===== src/rtl/card_pkg.sv =====
// Card codes, active-low seven-segment patterns ({g,f,e,d,c,b,a}) and the
// baccarat-style card value used by the hand score.
package card_pkg;

  typedef enum logic {IDLE = 1'b0, PRESENT = 1'b1} state_t;

  localparam logic [3:0] CARD_NONE = 4'd0;
  localparam logic [3:0] CARD_A    = 4'd1;
  localparam logic [3:0] CARD_2    = 4'd2;
  localparam logic [3:0] CARD_3    = 4'd3;
  localparam logic [3:0] CARD_4    = 4'd4;
  localparam logic [3:0] CARD_5    = 4'd5;
  localparam logic [3:0] CARD_6    = 4'd6;
  localparam logic [3:0] CARD_7    = 4'd7;
  localparam logic [3:0] CARD_8    = 4'd8;
  localparam logic [3:0] CARD_9    = 4'd9;
  localparam logic [3:0] CARD_10   = 4'd10;
  localparam logic [3:0] CARD_J    = 4'd11;
  localparam logic [3:0] CARD_Q    = 4'd12;
  localparam logic [3:0] CARD_K    = 4'd13;

  localparam logic [6:0] SEG_A     = 7'b0001000;
  localparam logic [6:0] SEG_2     = 7'b0100100;
  localparam logic [6:0] SEG_3     = 7'b0110000;
  localparam logic [6:0] SEG_4     = 7'b0011001;
  localparam logic [6:0] SEG_5     = 7'b0010010;
  localparam logic [6:0] SEG_6     = 7'b0000010;
  localparam logic [6:0] SEG_7     = 7'b1111000;
  localparam logic [6:0] SEG_8     = 7'b0000000;
  localparam logic [6:0] SEG_9     = 7'b0010000;
  localparam logic [6:0] SEG_10    = 7'b1000000;
  localparam logic [6:0] SEG_J     = 7'b1100001;
  localparam logic [6:0] SEG_Q     = 7'b0011000;
  localparam logic [6:0] SEG_K     = 7'b0001001;
  localparam logic [6:0] SEG_BLANK = 7'b1111111;

  // Ten and the court cards count zero; everything else counts face value.
  function automatic logic [3:0] card_value(input logic [3:0] code);
    card_value = (code >= CARD_A && code <= CARD_9) ? code : 4'd0;
  endfunction

endpackage


===== src/rtl/seg7_to_card.sv =====
// Combinational seven-segment to card-code decoder; blank and unknown
// patterns are reported separately so the FSM can treat them differently.
module seg7_to_card
  import card_pkg::*;
(
  input  logic [6:0] i_seg,
  output logic       o_legal,
  output logic       o_blank,
  output logic [3:0] o_code
);

  always_comb begin
    o_legal = 1'b1;
    o_blank = 1'b0;
    o_code  = CARD_NONE;
    case (i_seg)
      SEG_A:     o_code = CARD_A;
      SEG_2:     o_code = CARD_2;
      SEG_3:     o_code = CARD_3;
      SEG_4:     o_code = CARD_4;
      SEG_5:     o_code = CARD_5;
      SEG_6:     o_code = CARD_6;
      SEG_7:     o_code = CARD_7;
      SEG_8:     o_code = CARD_8;
      SEG_9:     o_code = CARD_9;
      SEG_10:    o_code = CARD_10;
      SEG_J:     o_code = CARD_J;
      SEG_Q:     o_code = CARD_Q;
      SEG_K:     o_code = CARD_K;
      SEG_BLANK: begin
        o_legal = 1'b0;
        o_blank = 1'b1;
      end
      default:   o_legal = 1'b0;
    endcase
  end

endmodule


===== src/rtl/seg7_card_decoder.sv =====
// Accepts seven-segment card patterns, presents decoded cards with a
// valid/ready handshake and, when SEG7_SCORE_EN is defined, keeps a 3-card hand score.
module seg7_card_decoder
  import card_pkg::*;
(
  input  logic       slow_clock,
  input  logic       resetb,
  input  logic [6:0] seg_in,
  input  logic       seg_valid,
  output logic       seg_ready,
  input  logic       clear_hand,
  output logic [3:0] card_out,
  output logic       card_valid,
  input  logic       out_ready,
  output logic       err,
  output logic [3:0] score,
  output logic [1:0] hand_count
);

  logic       w_legal, w_blank, w_room, w_accept, w_take;
  logic [3:0] w_code;
  state_t     r_state;
  logic [3:0] r_card_out;
  logic       r_card_valid, r_err;

  seg7_to_card u_dec (
    .i_seg   (seg_in),
    .o_legal (w_legal),
    .o_blank (w_blank),
    .o_code  (w_code)
  );

  assign seg_ready  = resetb & (r_state == IDLE) & ~clear_hand & w_room;
  assign w_accept   = seg_valid & seg_ready;
  assign w_take     = (r_state == PRESENT) & out_ready & ~clear_hand;
  assign card_out   = r_card_out;
  assign card_valid = r_card_valid;
  assign err        = r_err;

  always_ff @(posedge slow_clock or negedge resetb) begin
    if (!resetb) begin
      r_state      <= IDLE;
      r_card_out   <= CARD_NONE;
      r_card_valid <= 1'b0;
      r_err        <= 1'b0;
    end else if (clear_hand) begin
      r_state      <= IDLE;
      r_card_valid <= 1'b0;
      r_err        <= 1'b0;
    end else begin
      case (r_state)
        IDLE: if (w_accept) begin
          if (w_legal) begin
            r_card_out   <= w_code;
            r_card_valid <= 1'b1;
            r_state      <= PRESENT;
          end else if (!w_blank) begin
            r_err <= 1'b1;
          end
        end
        PRESENT: if (w_take) begin
          r_card_valid <= 1'b0;
          r_state      <= IDLE;
        end
        default: r_state <= IDLE;
      endcase
    end
  end

`ifdef SEG7_SCORE_EN
  logic [3:0] r_score, w_score_nxt;
  logic [1:0] r_hand_count;
  logic [4:0] w_sum;

  assign w_sum       = {1'b0, r_score} + {1'b0, card_value(r_card_out)};
  assign w_score_nxt = (w_sum >= 5'd10) ? 4'(w_sum - 5'd10) : w_sum[3:0];
  assign w_room      = (r_hand_count != 2'd3);
  assign score       = r_score;
  assign hand_count  = r_hand_count;

  always_ff @(posedge slow_clock or negedge resetb) begin
    if (!resetb) begin
      r_score      <= 4'd0;
      r_hand_count <= 2'd0;
    end else if (clear_hand) begin
      r_score      <= 4'd0;
      r_hand_count <= 2'd0;
    end else if (w_take) begin
      r_score      <= w_score_nxt;
      r_hand_count <= r_hand_count + 2'd1;
    end
  end
`else
  assign w_room     = 1'b1;
  assign score      = 4'd0;
  assign hand_count = 2'd0;
`endif

endmodule


===== config.mk =====
export PLATFORM = sky130hd
export DESIGN_NAME = seg7_card_decoder
export DESIGN_NICKNAME = d
export VERILOG_FILES = /design/src/rtl/card_pkg.sv /design/src/rtl/seg7_to_card.sv /design/src/rtl/seg7_card_decoder.sv
export SDC_FILE = /design/constraint.sdc
export NUM_CORES = 1
export LEC_CHECK = 0
export BUFFER_PORTS_ARGS = -buffer_cell sky130_fd_sc_hd__buf_2
export CORE_MARGIN = 1
export CORE_UTILIZATION = 45
export DETAILED_ROUTE_END_ITERATION = 10
export GPL_ROUTABILITY_DRIVEN = 1
export PLACE_DENSITY = 0.74
export SLEW_MARGIN = 0
export SYNTH_ARGS = -nofsm -noshare
export SYNTH_HDL_FRONTEND = slang
export SYNTH_SLANG_ARGS = --single-unit

===== constraint.sdc =====
create_clock -name slow_clock -period 3.45 [get_ports slow_clock]
set_clock_uncertainty 0.15 [all_clocks]
set_input_delay 0.69 -clock slow_clock [delete_from_list [all_inputs] [get_ports slow_clock]]
set_output_delay 0.69 -clock slow_clock [all_outputs]
set_load 0.01 [all_outputs]

# [Word-level counts from Yosys, hierarchy flattened]
# Index checks and enable logic that the tools add are counted.
[classes] n_eq_ne=19 n_reduce_logical=6 bitwise=7 mux=18
[ops] cell="case mux 4 bit (13 select lines)" n=1
[ops] cell="== test 7 x 5 -> 1 bit (second input constant)" n=4
[ops] cell="== test 7 bit (second input constant)" n=4
[ops] cell="2-to-1 mux 1 bit" n=15
[ops] cell="== test 7 x 4 -> 1 bit (second input constant)" n=2
[ops] cell="== test 7 x 6 -> 1 bit (second input constant)" n=2
[ops] cell="OR reduction 13 bit" n=1
[ops] cell="AND reduction 4 bit" n=2
[ops] cell="== test 7 x 2 -> 1 bit (second input constant)" n=1
[ops] cell="logical NOT 7 bit" n=1
[ops] cell="!= test 2 bit (second input constant)" n=3
[ops] cell="!= test 3 bit (second input constant)" n=2
[ops] cell="bitwise AND 1 bit" n=5
[ops] cell="case mux 1 bit (2 select lines)" n=2
[ops] cell="!= test 3 x 2 -> 1 bit (second input constant)" n=1
[ops] cell="AND reduction 3 bit" n=1
[ops] cell="inverter 1 bit" n=2
[ops] cell="nonzero test 2 bit" n=1
[totals] out_inout_bits=13 in_bits=12 elab_cells=54 reg_bits=7

# [Depth between registers and ports, before layout]
# Gate-level depths: netlist (run 1).
[depth] ltp_word=7 ltp_mapped=7 ltp_nobuf=6

# [Modules after synthesis]
# From an unflattened synthesis (run 1), not the netlist that was laid out.
[unflattened] hier_cells=87 hier_area_um2=711.9
[by_module_without_submodules] mod="seg7_card_decoder" cells_per_inst=30 area_per_inst_um2=364.1 seq_area_each_um2=175.2 instances=1
[by_module_without_submodules] mod="seg7_to_card" cells_per_inst=57 area_per_inst_um2=347.8 seq_area_each_um2=0.0 instances=1

# [Worst setup path after synthesis (run 1)]
# Ideal clock, no wire load.
[synth_path] path_type="input -> register" from="input port seg_in[4]" to="register r_card_out[1], in the netlist card_out[1]" path_slack_ps=1214 setup_ps=125 t_arrival_ps=1961 t_required_ps=3175 n_path_buf=1 stages=7 cell_sequence="buf_2 > nand3b_1 > a21boi_1 > o31ai_2 > nand2_2 > o21bai_4 > mux2_4"
[synth_between] elab_chain_cells=4 word_cells_on_any_way=17 cone_classes="eq/ne (12); mux (2); reduce/logical (3)"
[synth_lines] element="start, declared" line_no="seg7_card_decoder.sv:8" source="input logic [6:0] seg_in,"
[synth_lines] element="== test 7 x 4 -> 1 bit, or another cell as far along" line_no="seg7_to_card.sv:16" source="case (i_seg)"
[synth_lines] element="OR reduction 13 bit (no source line)"
[synth_lines] element="2-to-1 mux 1 bit" line_no="seg7_to_card.sv:16"
[synth_lines] element="AND reduction 4 bit (no source line)"
[synth_lines] element="end signal, assigned" line_no="seg7_card_decoder.sv:54" source="r_card_out <= w_code;"
[synth_lines] element="end, declared" line_no="seg7_card_decoder.sv:23" source="logic [3:0] r_card_out;"
# Several ways; a longest one is shown, not always the timed one.
# A chain may end at the register's enable or synchronous reset.

# [Worst setup path after layout (run 1)]
[layout_path] from="input port seg_in[5]" to="register r_card_out[2], in the netlist card_out[2]"
# Same word-level chain as after synthesis.

==> results.txt, run 1 <==
NetSw: 69.1 uW
WL/cell: 12.2 um
TritonCTS clock tree: done
largest vdd supply drop: 163 uV
CP max FO: 11
Longest Clk Path Bufs: 2
Seq/Total Area, Yosys: 25.7%
Root Buffer: clkbuf_4
Final Setup Violations: 0
Register Area: 175 sq um
Rows: 13
CP Capture Type: flop
clock share of power: 33.4%
main combinational cell family by area after synthesis: simple AND/OR/NAND/NOR gates
H-tree depth: 1
die width: 40.9 um
Area Growth Syn to Fin: 10.5%
CTS resizes: 0
total negative slack: 0 ns
GR peak layer: met1
Num CTS Buffers: 3
via count: 612
Die Y: 40.9 um
most frequent cells in the layout: buf_2, nor2_1, dfrtp_1
GRT met2 Usage: 23.4%
FF-to-FF path depth: 4
layout cells sized above 1: 35.1%
cts hold-fix bufs: 0
DR iter-0 viols: 27
Global Route met3 Usage: 8.15%
Final Cycle Share: 63.0%
Post-Syn Area per Cell: 8.74 sq um
fin. max-slew vios: 0
Fill cells: 131
vias in the first global route: 451
synthesized flop and latch total: 7
RSZ-0062 raised after global routing: false
Startpoint Class: input port
Multi-input gate area: 432 sq um
Sw Ratio: 30.8%
postcts setup bufs: 0
Synth Flop Type: dfrtp_1
first-pass GRT wire length: 1860 um
Mapped Cells: 78
die area: 1670 sq um
DRC: 0
critical path class: input port to flop
grt met1 use: 24.0%
max_cap viols: 0
Pwr Total: 225 uW
Layout Nets: 107
final hold slack: 0.110 ns
Hold Crit Class: input port to asynchronous set/reset pin
final wirelength: 1330 um
Achievable Freq: 460 MHz
Flop pwr share: 40.4%
reg2reg end: card_out[2]
PortBufs: 18
Clock Latency Late Sink: 0.25 ns
post-synthesis adder-cell area fraction: 0%
WP data arrival: 2.17 ns
commonest non-fill, non-tap cell in the layout: buf_2
gpl congestion: 0.762
initial core utilization: 50.5%
overall routing resource usage: 17.3%
synth unique cells: 38
worst path required time: 3.44 ns
PwrDens: 298 nW/um^2
clock sink count: 7
Syn. warnings: 0
Simple-Gate Fraction of Synth Area: 28.8%
DP Worst Slack: 1.01 ns
GRT overflow: 0
mux contribution to synthesized area: 5.87%
Pint: 155 uW
Detail Route Antenna Nets: 0
Via-to-Cell Ratio: 5.61
final worst path period need: 2.17 ns
antenna violations before repair: 0
Ports: 25
R2R setup slack: 1.86 ns
Clock Pin Slew Worst Setup and Hold Paths: 0.05 ns
Core Box Area: 1350 sq um
combinational share of power: 26.2%
status: finished clean
Fin. Hold Viols: 0
pin count of the biggest net entering global routing: 12
Leakage: 0.000334 uW
drt pass-1 iters: 4
post-synthesis cell area: 682 sq um
Synth Area in XOR/XNOR: 0%
ys async rst share: 100%
complex-gate fraction of the synthesized area: 25.3%
DPL Wire Length: 1040 um
final worst slack: 1.28 ns
EDFF count, synth: 0
Crit Reg-Reg Startpoint: r_state
# diodes: 0
[critical path, cell delays in order]
cell and delay [ns]:
buf_2 0.20, nor2_1 0.11, a21boi_1 0.15, o31ai_2 0.35
nand2_2 0.13, o21bai_4 0.22, mux2_4 0.32
[sequential cells by signal, summed over array words and instances (netlist names)]
signal,flops
card_out,4
card_valid,1
err,1
r_state,1
[cell type report]
cell class | instances | share of cell area, %
multi-input cells | 62 | 57.3
flip-flops and latches | 7 | 23.3
repair buffers | 18 | 12.0
clock buffers | 4 | 3.49
well taps | 15 | 2.49
inverters | 3 | 1.50
[cells in the mapped netlist (2+ instances only)]
master | number | area, sq um
a21boi_0 | 2 | 15.0
a21oi_1 | 2 | 10.0
a31oi_1 | 2 | 12.5
buf_2 | 3 | 15.0
buf_4 | 6 | 45.0
buf_6 | 2 | 22.5
dfrtp_1 | 7 | 175
inv_1 | 3 | 11.3
mux2_4 | 2 | 30.0
nand2_1 | 5 | 18.8
nand2b_1 | 2 | 12.5
nand3_1 | 2 | 10.0
nand4_1 | 2 | 12.5
nor2_1 | 8 | 30.0
nor2b_1 | 2 | 12.5
nor4b_2 | 2 | 30.0
o21ai_0 | 4 | 20.0
o21ai_1 | 2 | 10.0
[worst max-delay path by stage]
stage	start	endpoint	slack, ns	cells after the start
after floorplan	seg_in[4]	card_out[1]	1.21	7
after global placement	seg_in[5]	card_out[2]	1.03	7
after detailed placement	seg_in[5]	card_out[2]	1.01	7
after CTS	resetb	seg_ready	1.29	3
after global routing	seg_in[5]	card_out[2]	1.19	7
final	seg_in[5]	card_out[2]	1.28	7
[stage by stage]
step,instance area (sq um),std cells,util [%]
detailed placement,727,105,53.8
global route,753,109,55.8
global placement,727,105,53.8
CTS,753,109,55.8
floorplan,701,83,-
finish,753,109,55.8
[metal layers]
layer	vias to the layer above	wire length, um
li1	305	-
met1	275	604
met2	32	612
met3	0	111
met4	0	0
met5	-	0
[logic make-up after synthesis]
group / count (synthesis)
other: 1
AOI/OAI and AO/OA: 21
DFF: 7
and+or+nand+nor: 32
buffers and inverters: 14
muxes: 3
[power by group through the flow]
stage / Combinational (uW) / Sequential, uW / Clock (uW)
3_5_place_dp: 58.5 / 92.2 / 0
6_report: 58.8 / 90.7 / 75.1
3_3_place_gp: 57.2 / 92.1 / 0
4_1_cts: 58.7 / 90.9 / 78.1
2_1_floorplan: 42.7 / 94.9 / 0
5_1_grt: 65.4 / 91.7 / 81.4
(Power assumes the default switching activity.)
==> inputs of run 2 (changes only) <==
--- a/config.mk
+++ b/config.mk
@@ -7,7 +7,7 @@
 export LEC_CHECK = 0
 export BUFFER_PORTS_ARGS = -buffer_cell sky130_fd_sc_hd__buf_2
 export CORE_MARGIN = 1
-export CORE_UTILIZATION = 45
+export CORE_UTILIZATION = 43
 export DETAILED_ROUTE_END_ITERATION = 10
 export GPL_ROUTABILITY_DRIVEN = 1
 export PLACE_DENSITY = 0.74
==> constraint.sdc (replaced) <==
create_clock -name slow_clock -period 1.8 [get_ports slow_clock]
set_clock_uncertainty 0.15 [all_clocks]
set_input_delay 0.36 -clock slow_clock [delete_from_list [all_inputs] [get_ports slow_clock]]
set_output_delay 0.36 -clock slow_clock [all_outputs]
set_load 0.01 [all_outputs]
==> run 2 against run 1 <==
Net effect:
- die area grew 4.4%
- global-route usage rose by 1.4 points
- register-to-register slack got worse by 1.7 ns
- via count up 6.5%
- hold slack improved by 0.041 ns
- non-clock buffer count grew 18
- core utilization rose by 5.4 points
- critical endpoint unchanged
- largest cell class unchanged
==> results.txt, run 2 (synthesized netlist as in run 1, its figures left out) <==
status: finished clean
Die Y: 41.8 um (+2.2%)
DPL Wire Length: 1150 um (+11%)
Fin. Hold Viols: 0 (unchanged)
Cell Chain, Critical Path: buf_2 > or3_4 > nor2_2 > o31ai_2 > nand2_2 > o21bai_4 > mux2_4
DRC: 0 (unchanged)
die width: 41.8 um (+2.2%)
die area: 1750 sq um (+4.4%)
commonest non-fill, non-tap cell in the layout: buf_2
CP Capture Type: flop
vias in the first global route: 565 (+25%)
DR iter-0 viols: 18 (-33%)
Longest Clk Path Bufs: 2 (unchanged)
Slowest Stage Delay on Critical Path: 0.32 ns (-0.03 ns)
Root Buffer: clkbuf_4
initial core utilization: 45.8% (-4.7 points)
final wirelength: 1430 um (+8.0%)
antenna violations before repair: 0 (unchanged)
# diodes: 0 (unchanged)
Core Box Area: 1490 sq um (+10%)
PortBufs: 18 (unchanged)
critical path class: input port to flop
via count: 652 (+6.5%)
Pwr Total: 463 uW (+110%)
max_cap viols: 0 (unchanged)
Placed Area: 875 sq um (+20%)
crit path from: seg_in[0]
final worst slack: 0.0690 ns (-1.21 ns)
first-pass GRT wire length: 2500 um (+34%)
max FFs per register: 4 (unchanged)
Crit Reg-Reg Startpoint: r_state
Via-to-Cell Ratio: 5.09 (-9.3%)
Hold Crit Class: input port to flop
WP data arrival: 1.72 ns (-0.45 ns)
worst path required time: 1.79 ns (-1.65 ns)
Detail Route Antenna Nets: 0 (unchanged)
CP max FO: 10 (-1)
gpl congestion: 0.947 (+24%)
most frequent cells in the layout: buf_2, buf_4, nor2_1, dfrtp_1, conb_1
clock sink count: 7 (unchanged)
CTS resizes: 0 (unchanged)
Multi-input gate area: 450 sq um (+4.3%)
Rows: 14 (+1)
final hold slack: 0.151 ns (+0.0414 ns)
Area Growth Syn to Fin: 33.6%
final worst path period need: 1.73 ns
pin count of the biggest net entering global routing: 11 (-1)
Achievable Freq: 578 MHz
Startpoint Class: input port
Leakage: 0.000429 uW (+28%)
Final Cycle Share: 96.2%
fin. max-slew vios: 0 (unchanged)
layout cells sized above 1: 47.3% (+12 points)
reg2reg end: card_out[2]
Final Cell Area: 911 sq um (+21%)
Ports: 25 (unchanged)
PwrDens: 509 nW/um^2 (+71%)
Clock Pin Slew Worst Setup and Hold Paths: 0.05 ns (about the same)
Setup crit end: card_out[2]
FF-to-FF path depth: 4 (unchanged)
Clock Latency Late Sink: 0.26 ns (about the same)
Post-Place Cells: 123 (+17%)
largest vdd supply drop: 330 uV (+100%)
final std cells w/o fill: 128 (+17%)
RSZ-0062 raised after global routing: false
overall routing resource usage: 18.7% (+1.4 points)
H-tree depth: 1 (unchanged)
Final Setup Violations: 0 (unchanged)
Num CTS Buffers: 3 (unchanged)
DP Worst Slack: -0.183 ns (-1.20 ns)
Register Area: 175 sq um (unchanged)
postcts setup bufs: 0 (unchanged)
Layout Nets: 125 (+17%)
slowest CP cell: mux2_4
R2R setup slack: 0.21 ns (-1.65 ns)
Fill cells: 142 (+8.4%)
drt pass-1 iters: 4 (unchanged)
WL/cell: 11.2 um (-8.0%)
GRT overflow: 0 (unchanged)
TritonCTS clock tree: done
-- run 2: worst min path at each step --
stage | from | to | slack, ns | cells after the start
after floorplan | resetb | card_out[0] | -0.09 | 0
after global placement | resetb | err | 0.12 | 2
after detailed placement | resetb | err | 0.13 | 2
after global routing | out_ready | card_valid | 0.14 | 2
after CTS | out_ready | card_valid | 0.15 | 2
final | out_ready | card_valid | 0.15 | 2
-- run 2: worst max-delay path, delay by kind of cell --
kind                   cells  cell delay, ns
muxes                      1            0.32
AOI/OAI and AO/OA          2            0.53
and+or+nand+nor            3            0.33
buffers and inverters      1            0.17
-- run 2: what timing repair did --
item,4_1_cts,5_1_grt
hold buffers,1,0
hold endpoints to repair,7,0
setup endpoints to repair,0,0
-- run 2: where the power goes --
part           leakage, uW  internal (uW)  switching (uW)  total (uW)
sequential       0.0000919            169            5.58         174
combinational     0.000322           68.3            74.4         143
clock            0.0000150           84.8            61.6         146
total             0.000429            322             142         463
-- run 2: through the flow --
stage | setup TNS [ns] | utilization [%]
after CTS | 0 | 61.2
after global routing | 0 | 61.2
after floorplan | -0.0619 | -
after global placement | -0.675 | 58.7
after detailed placement | -0.824 | 58.7
final | 0 | 61.2
-- run 2: layout make-up --
| type | count | share of cell area (%) |
|---|---|---|
| Timing Repair Buffer | 36 | 25.0 |
| Clock buffer | 4 | 2.88 |
| Tap cell | 16 | 2.20 |
| Multi-Input combinational cell | 62 | 49.5 |
| Sequential cell | 7 | 19.2 |
| Inverter | 3 | 1.24 |
-- run 2: routing by layer --
metal	share of wire (%)	wire length (um)	vias up	GRT usage, %
met5	0	0	-	0
met4	0.98	14	0	3.87
li1	-	-	338	-
met2	43	613	21	26.3
met3	6.4	92	3	7.83
met1	50	713	290	26.8
